[src/rtl/lsu_bus_ctrl.sv]
// lsu_bus_ctrl -- load/store unit between the core data port and a word bus.
//
// Takes one memory op from the core and runs it as a single word-aligned bus
// transaction using a valid/ready handshake. The core is stalled while the
// transaction is in flight. Stores get byte-lane steering and write strobes.
// Loads are extracted from the returned word and sign- or zero-extended.
// An access that waits too long on the bus is aborted with err.
//
// Ports
//   clk, rst                 clock; asynchronous active-low reset
//   req_valid, memop, wen,   core request (memop: 000 B, 001 H, 010 W,
//   addr, wdata                100 BU, 101 HU; wdata right-aligned)
//   stall                    core must hold PC and request inputs
//   resp_valid, rdata, err   one-cycle completion pulse, load data, abort flag
//   bus_valid/bus_ready      request handshake
//   bus_addr, bus_wen,       word address, write enable,
//   bus_wstrb, bus_wdata       byte strobes, lane-steered data
//   bus_rvalid, bus_rdata    read return
//
// Optional feature: define LSU_MISALIGN_TRAP_EN to abort misaligned
// half/word accesses with err and no bus traffic. When it is undefined,
// misaligned accesses ignore the low address bits.

module lsu_bus_ctrl #(
    parameter int TIMEOUT_CYC = 255,
    parameter int CNT_W       = 8
) (
    input  logic        clk,
    input  logic        rst,
    input  logic        req_valid,
    input  logic [2:0]  memop,
    input  logic        wen,
    input  logic [31:0] addr,
    input  logic [31:0] wdata,
    output logic        stall,
    output logic        resp_valid,
    output logic [31:0] rdata,
    output logic        err,
    output logic        bus_valid,
    input  logic        bus_ready,
    output logic [31:0] bus_addr,
    output logic        bus_wen,
    output logic [3:0]  bus_wstrb,
    output logic [31:0] bus_wdata,
    input  logic        bus_rvalid,
    input  logic [31:0] bus_rdata
);

    typedef enum logic [1:0] {IDLE, REQ, WAIT, RESP} state_e;

    localparam logic [CNT_W:0] TO_LIM = (CNT_W+1)'(TIMEOUT_CYC);

    state_e             state_q, state_d;
    logic [2:0]         op_q, op_d;
    logic               wen_q, wen_d;
    logic [31:0]        addr_q, addr_d;
    logic [31:0]        wdata_q, wdata_d;
    logic [CNT_W-1:0]   cnt_q, cnt_d;
    logic [31:0]        rdata_q, rdata_d;
    logic               err_q, err_d;

    logic               legal_op;
    logic               misalign;
    logic [CNT_W:0]     cnt_inc;
    logic               to_hit;
    logic [3:0]         strb;
    logic [31:0]        wd_steer;
    logic [7:0]         ld_byte;
    logic [15:0]        ld_half;
    logic [31:0]        ld_data;
    logic               in_req;

    // ------------------------------------------------------------------
    // Request decode (on the live inputs, used in IDLE)
    // ------------------------------------------------------------------
    // The unsigned variants exist only for loads, so a store with
    // memop 100/101 is treated as illegal.
    always_comb begin
        case (memop)
            3'b000, 3'b001, 3'b010: legal_op = 1'b1;
            3'b100, 3'b101:         legal_op = ~wen;
            default:                legal_op = 1'b0;
        endcase
    end

    // memop[1:0]: 01 = half, 10 = word
    assign misalign = ((memop[1:0] == 2'b01) && addr[0]) ||
                      ((memop[1:0] == 2'b10) && (addr[1:0] != 2'b00));

    // ------------------------------------------------------------------
    // Timeout: the counter counts the cycles already spent in REQ/WAIT. The
    // access aborts at the end of the cycle that would bring the count to
    // TIMEOUT_CYC. A completion in that same cycle still takes priority.
    // ------------------------------------------------------------------
    assign cnt_inc = {1'b0, cnt_q} + {{CNT_W{1'b0}}, 1'b1};
    assign to_hit  = (TIMEOUT_CYC != 0) && (cnt_inc == TO_LIM);

    // ------------------------------------------------------------------
    // Store lane steering from the captured request
    // ------------------------------------------------------------------
    always_comb begin
        strb     = 4'b1111;
        wd_steer = wdata_q;
        case (op_q[1:0])
            2'b00: begin
                strb     = 4'b0001 << addr_q[1:0];
                wd_steer = {4{wdata_q[7:0]}};
            end
            2'b01: begin
                strb     = 4'b0011 << {addr_q[1], 1'b0};
                wd_steer = {2{wdata_q[15:0]}};
            end
            default: ;
        endcase
    end

    // ------------------------------------------------------------------
    // Load extraction; op_q[2] set means zero-extend
    // ------------------------------------------------------------------
    always_comb begin
        case (addr_q[1:0])
            2'b00:   ld_byte = bus_rdata[7:0];
            2'b01:   ld_byte = bus_rdata[15:8];
            2'b10:   ld_byte = bus_rdata[23:16];
            default: ld_byte = bus_rdata[31:24];
        endcase
        ld_half = addr_q[1] ? bus_rdata[31:16] : bus_rdata[15:0];
        case (op_q[1:0])
            2'b00:   ld_data = {{24{~op_q[2] & ld_byte[7]}}, ld_byte};
            2'b01:   ld_data = {{16{~op_q[2] & ld_half[15]}}, ld_half};
            default: ld_data = bus_rdata;
        endcase
    end

    // ------------------------------------------------------------------
    // Bus outputs are driven only in REQ, so they read zero when idle
    // ------------------------------------------------------------------
    assign in_req     = (state_q == REQ);
    assign bus_valid  = in_req;
    assign bus_addr   = in_req ? {addr_q[31:2], 2'b00} : 32'h0;
    assign bus_wen    = in_req & wen_q;
    assign bus_wstrb  = (in_req & wen_q) ? strb : 4'h0;
    assign bus_wdata  = (in_req & wen_q) ? wd_steer : 32'h0;

    assign resp_valid = (state_q == RESP);
    assign rdata      = rdata_q;
    assign err        = err_q;

    // ------------------------------------------------------------------
    // FSM next state
    // ------------------------------------------------------------------
    always_comb begin
        state_d = state_q;
        op_d    = op_q;
        wen_d   = wen_q;
        addr_d  = addr_q;
        wdata_d = wdata_q;
        cnt_d   = cnt_q;
        rdata_d = rdata_q;
        err_d   = err_q;
        stall   = 1'b0;

        case (state_q)
            IDLE: begin
                // Gated with rst so that stall reads 0 while the block is in reset.
                stall = req_valid & rst;
                if (req_valid) begin
                    op_d    = memop;
                    wen_d   = wen;
                    addr_d  = addr;
                    wdata_d = wdata;
                    cnt_d   = '0;
                    if (!legal_op) begin
                        state_d = RESP;
                        err_d   = 1'b1;
                        rdata_d = 32'h0;
                    end
`ifdef LSU_MISALIGN_TRAP_EN
                    else if (misalign) begin
                        state_d = RESP;
                        err_d   = 1'b1;
                        rdata_d = 32'h0;
                    end
`endif
                    else begin
                        state_d = REQ;
                    end
                end
            end
            REQ: begin
                stall = 1'b1;
                cnt_d = cnt_inc[CNT_W-1:0];
                if (bus_ready) begin
                    if (wen_q) begin
                        state_d = RESP;
                        err_d   = 1'b0;
                    end else if (bus_rvalid) begin
                        state_d = RESP;
                        rdata_d = ld_data;
                        err_d   = 1'b0;
                    end else begin
                        state_d = WAIT;
                        cnt_d   = '0;
                    end
                end else if (to_hit) begin
                    state_d = RESP;
                    err_d   = 1'b1;
                    rdata_d = 32'h0;
                end
            end
            WAIT: begin
                stall = 1'b1;
                cnt_d = cnt_inc[CNT_W-1:0];
                if (bus_rvalid) begin
                    state_d = RESP;
                    rdata_d = ld_data;
                    err_d   = 1'b0;
                end else if (to_hit) begin
                    state_d = RESP;
                    err_d   = 1'b1;
                    rdata_d = 32'h0;
                end
            end
            RESP: begin
                state_d = IDLE;
            end
            default: state_d = IDLE;
        endcase
    end

    // The misalign decode is only consumed when the trap is built in.
    logic unused_ok;
    assign unused_ok = misalign;

    always_ff @(posedge clk or negedge rst) begin
        if (!rst) begin
            state_q <= IDLE;
            op_q    <= '0;
            wen_q   <= 1'b0;
            addr_q  <= '0;
            wdata_q <= '0;
            cnt_q   <= '0;
            rdata_q <= '0;
            err_q   <= 1'b0;
        end else begin
            state_q <= state_d;
            op_q    <= op_d;
            wen_q   <= wen_d;
            addr_q  <= addr_d;
            wdata_q <= wdata_d;
            cnt_q   <= cnt_d;
            rdata_q <= rdata_d;
            err_q   <= err_d;
        end
    end

endmodule

[config.mk]
export PLATFORM = sky130hd
export DESIGN_NAME = lsu_bus_ctrl
export DESIGN_NICKNAME = d
export VERILOG_FILES = /design/src/rtl/lsu_bus_ctrl.sv
export SDC_FILE = /design/constraint.sdc
export NUM_CORES = 1
export LEC_CHECK = 0
export CAP_MARGIN = 20
export CORE_UTILIZATION = 45
export DETAILED_ROUTE_END_ITERATION = 8
export PLACE_DENSITY = 0.79
export SLEW_MARGIN = 20
export SYNTH_ARGS = -nofsm -noshare
export SYNTH_HDL_FRONTEND = slang
export SYNTH_SLANG_ARGS = --single-unit
[constraint.sdc]
create_clock -name clk -period 6.5 [get_ports clk]
set_clock_uncertainty 0.15 [all_clocks]
set_input_delay 0.975 -clock clk [delete_from_list [all_inputs] [get_ports clk]]
set_output_delay 0.975 -clock clk [all_outputs]
set_load 0.01 [all_outputs]
# --- Yosys cells after proc, flatten, opt, wreduce, memory -nomap -nowiden ---
# Index checks and enable logic that the tools add are counted.
totals:
  reg_bits: 111
  latch_bits: 0
  mem_bits_rw: 0
  out_inout_bits: 105
  romBits: 0
  memories: 0
classes:
  bitwise: 6
  shift: 2
  order_cmp: 0
  reduce_logical: 12
  n_addsub: 1
  muxes: 39
  mul: 0
  div: 0
  eq_ne: 16
op_table:
  columns: ["op", "count"]
  rows:
  - ["two-way mux 32 bit", 9]
  - ["one-hot mux 32 bit (2 select lines)", 2]
  - ["one-hot mux 32 bit (3 select lines)", 1]
  - ["one-hot mux 8 bit (3 select lines)", 2]
  - ["two-way mux 8 bit", 4]
  - ["two-way mux 16 bit", 1]
  - ["two-way mux 2 bit", 5]
  - ["adder 8 x 1 -> 9 bit, second input constant", 1]
  - ["equality test 9 x 8 -> 1 bit, second input constant", 1]
  - ["two-way mux 1 bit", 9]
  - ["one-hot mux 2 bit (4 select lines)", 1]
  - ["one-hot mux 4 bit (2 select lines)", 1]
  - ["equality test 2 x 1 -> 1 bit, second input constant", 3]
  - ["equality test 2 bit, second input constant", 3]
  - ["equality test 3 bit, second input constant", 2]
  - ["zero test 2 bit", 3]
  - ["!= test 3 bit, second input constant", 2]
  - ["AND reduction 5 bit", 1]
  - ["AND 1 bit", 4]
  - ["two-way mux 4 bit", 1]
  - ["!= test 2 bit, second input constant", 2]
  - ["!= test 4 bit, second input constant", 1]
  - ["one-hot mux 1 bit (2 select lines)", 2]
  - ["AND reduction 2 bit", 2]
  - ["other kinds (11)", 13]

# --- Logic depth before layout (Yosys ltp) ---
logic_depth:
  ltp_word: 8
  depth_mapped: 9

# --- Worst setup path after synthesis ---
# Ideal clock, no wire load.
synth_path:
  path_kind: "reg-to-output"
  from: "register state_q[1]"
  to: "output port bus_wdata[13]"
  path_stages_with_launch: 7
  path_slack_ns: 3.753
  t_arrival_ns: 1.622
  path_cell_list: "dfrtp_1 > inv_1 > ha_1 > clkbuf_1 > nand2_1 > clkbuf_1 > a21oi_1"
synth_via:
  elab_chain_cells: 3
synth_lines:
  columns: ["element", "line_no", "rtl"]
  rows:
  - ["from (decl)", "53", "state_e state_q, state_d;"]
  - ["from (signal assigned)", "246", "state_q <= state_d;"]
  - ["equality test 2 x 1 -> 1 bit", "138", "assign in_req = (state_q == REQ);"]
  - ["named net bus_valid", "39", "output logic bus_valid,"]
  - ["AND 1 bit", "143", "assign bus_wdata = (in_req & wen_q) ? wd_steer : 32'h0;"]
  - ["two-way mux 32 bit", "143", null]
  - ["to (decl)", "44", "output logic [31:0] bus_wdata,"]
# The timed path passes the listed nets, and every way through them passes these cells.

# --- Final worst setup path ---
layout_path:
  from: "register op_q[1]"
  to: "output port bus_wdata[14]"
layout_via:
  elab_chain_cells: 3
  elab_cells_between_ends: 4
layout_lines:
  columns: ["element", "line_no", "rtl"]
  rows:
  - ["from (decl)", "54", "logic [2:0] op_q, op_d;"]
  - ["from (signal assigned)", "247", "op_q <= op_d;"]
  - ["equality test 2 x 1 -> 1 bit / zero test 2 bit (equally long branches)", "104", "case (op_q[1:0])"]
  - ["one-hot mux 32 bit (2 select lines) *", "104", null]
  - ["two-way mux 32 bit *", "143", null]
# Mark *: on every way between the ends. The rest lies on a longest branch, timed or not.

==> results.cfg <==
[power]
clock_power_share_pct = 15.3
power_switching_share_pct = 39.5
power.switching_mw = 1.49
power.density_mw_per_mm2 = 434
p_seq_share_pct = 35.7
p_comb_share_pct = 49.1
p_leak_nw = 3.62
vdd_drop_max_mv = 0.254
p_int_mw = 2.28

[cts]
clkTransAtPathRegs_ps = 80
hold_buffers = 0
htreeDepth = 3
cts_setup_buffers = 0
numCtsBuffers = 9
ctsResizeCount = 0
cts-root-buf = clkbuf_16
clk_path_buf_depth = 2
cts_tree = built
clkLatencyLatePin_ps = 360
clock-sinks = 111

[die]
dieArea_mm2 = 0.0143
dieHeight_um = 120
start_util_pct = 46.6
ioPinCount = 210
design.core.area_mm2 = 0.0133
fp.dieW_um = 120
rows = 42

[routing]
vias = 5575
wl_per_cell_um = 18.4
drt-pass1-iter-count = 6
ant_nets = 0
drt_iter0_markers = 414
drc_errors = 0
via_per_inst = 5.62
wl_um = 18300

[logic_synthesis]
synth_area_leader_cell = dfrtp_1
yosysWarnings = 0
synth.area.top_cells = dfrtp_1 (45%), mux2_2 (13%), nand2_1 (5.2%)
ys_seq_elements = 111
synth.most_common_cell = dfrtp_1
postSynthCellCount = 630
synth_cell_types = 53
synth-edff-count = 0
yosys-top-cells-count = dfrtp_1 (111), nand2_1 (86), mux2_2 (70)
ys_seq_area_share_pct = 44.6
syn_area_mm2 = 0.00622
synth.avg_cell_area_um2 = 9.88
synth.top_cell.area_share_pct = 44.6
synthArstFlopShare_pct = 100
synth_flop_cell = dfrtp_1

[setup_path]
cp.arrival_ps = 3190
timing.rr.start = addr_q[1]$_DFFE_PN0P_
r2r-end = rdata[29]$_DFFE_PN0P_
worstSetupEndpointType = primary output
reg2reg_depth = 6
critPathKind = flip-flop to primary output
start_kind = flip-flop
worstPathMaxFanout = 46
cp.required_ps = 5370
rrSetupSlack_ps = 3560

[place]
placedCellCount = 975
dp.final_hpwl_um = 13200
routabilityCongestion = 0.865
port-buffer-count = 207

[grt]
grt_pass1_wl_um = 28800
grtUsageTotal_pct = 25.8
antenna_found_initial = 0
grt_pass1_vias = 5567
grt_overflow_total = 0
grt_max_degree = 61

[worst_hold_path]
hold_class = flip-flop to flip-flop
whs_path_depth = 1
min-delay-start = addr_q[4]$_DFFE_PN0P_
holdPathEnd = addr_q[4]$_DFFE_PN0P_

[sta]
whs_ps = 357
max_slew_margin_pct = 29.5
timing.fmax_mhz = 232
setup_viol = 0
final.min_clock_period_ps = 4320
fin_crit_sh_pct = 66.4
worst_pin_slew_ps = 1060
tns_ps = 0
rsz0062_at_grt = false
finalHoldViolCount = 0
finalMaxSlewViolations = 0

[run]
drv_cap = 0

[cells_and_area]
antenna_cells = 0
final_cells = 992
drive_above_1_share_pct = 15.2
fillers = 1054
final_nets = 922
syn2layout_area_growth_pct = 39.5

[status]
status = completed
-- how the worst max path moves through the flow --
stage / from / end
floorplan: state_q[1]$_DFFE_PN0P_ / bus_wdata[13]
CTS: op_q[1]$_DFFE_PN0P_ / bus_wdata[14]
global route: op_q[1]$_DFFE_PN0P_ / bus_wdata[11]
global placement: op_q[1]$_DFFE_PN0P_ / bus_wdata[13]
finish: op_q[1]$_DFFE_PN0P_ / bus_wdata[14]
detailed placement: op_q[1]$_DFFE_PN0P_ / bus_wdata[14]
-- through the flow --
step / setup WS [ps] / instance area [µm²] / utilization, % / power, mW
finish: 2180 / 8680 / 65.0 / 3.77
global route: 1980 / 8680 / 65.0 / 3.99
CTS: 2210 / 8670 / 65.0 / 3.77
detailed placement: 2620 / 8370 / 62.7 / 3.19
global placement: 2690 / 8370 / 62.7 / 3.11
floorplan: 3750 / 6230 / - / 2.42
-- sequential cells by signal, indices dropped and copies added, names as in the netlist --
register / count
addr_q: 32
cnt_q: 8
err: 1
op_q: 3
rdata: 32
state_q: 2
wdata_q: 32
wen_q: 1
-- critical path: stages (launching register included) --
cell,delay (ps)
dfrtp_2,950
inv_1,550
nand2_1,460
nand2_1,120
a21oi_1,160
clkdlybuf4s50_1,580
-- cell type report --
type | instances | area [µm²] | area share (%)
Multi-Input combinational cell | 451 | 3170 | 36.5
Sequential cell | 111 | 2780 | 32.0
Timing Repair Buffer | 214 | 2120 | 24.4
Clock buffer | 10 | 229 | 2.64
Tap cell | 176 | 220 | 2.54
Inverter | 24 | 90.1 | 1.04
Clock inverter | 6 | 71.3 | 0.821
-- placed cells by master, fill, tap and decap left out, types with 2 or more instances in the layout --
| master | instances |
|---|---|
| a21o_1 | 8 |
| a21oi_1 | 27 |
| a221o_1 | 7 |
| a22oi_1 | 20 |
| a31oi_1 | 2 |
| and2_1 | 31 |
| and3_1 | 10 |
| buf_4 | 8 |
| clkbuf_16 | 9 |
| clkdlybuf4s50_1 | 206 |
| clkinv_4 | 2 |
| conb_1 | 2 |
| dfrtp_1 | 110 |
| ha_1 | 6 |
| inv_1 | 24 |
| mux2_2 | 70 |
| mux2i_1 | 24 |
| nand2_1 | 85 |
| nand2b_1 | 10 |
| nand3_1 | 8 |
| nor2_1 | 42 |
| nor2b_1 | 3 |
| o211ai_1 | 9 |
| o211ai_2 | 9 |
| o21a_1 | 2 |
| o21ai_0 | 21 |
| o21ai_1 | 3 |
| o21ai_2 | 10 |
| o21bai_1 | 2 |
| o22ai_1 | 10 |
| o31a_1 | 2 |
| o31ai_1 | 2 |
| or3_1 | 2 |
| or3b_2 | 2 |
| xor2_1 | 2 |
-- power groups by stage --
stage | logic (mW) | registers (mW) | clock network, mW
floorplan | 1.21 | 1.20 | 0
global placement | 1.79 | 1.33 | 0
detailed placement | 1.84 | 1.35 | 0
CTS | 1.85 | 1.34 | 0.582
global route | 2.00 | 1.39 | 0.604
finish | 1.85 | 1.34 | 0.574
-- cell families after synthesis --
kind of cell,after synthesis,synth area share [%]
xor+xnor,3,0.422
buf+inv,69,4.64
simple gates,200,14.9
fa+ha+maj,6,1.21
mux,95,16.9
other cells,1,0.0602
flops,111,44.6
compound gates,145,17.2
-- per-layer routing --
metal / track usage (%) / share of wire (%) / routed length, µm
met2: 40.9 / 46 / 8410
met1: 33.0 / 41 / 7580
met3: 7.22 / 9.7 / 1780
met4: 11.3 / 2.8 / 513
met5: 0 / 0 / 0
(Power assumes the default switching activity.)
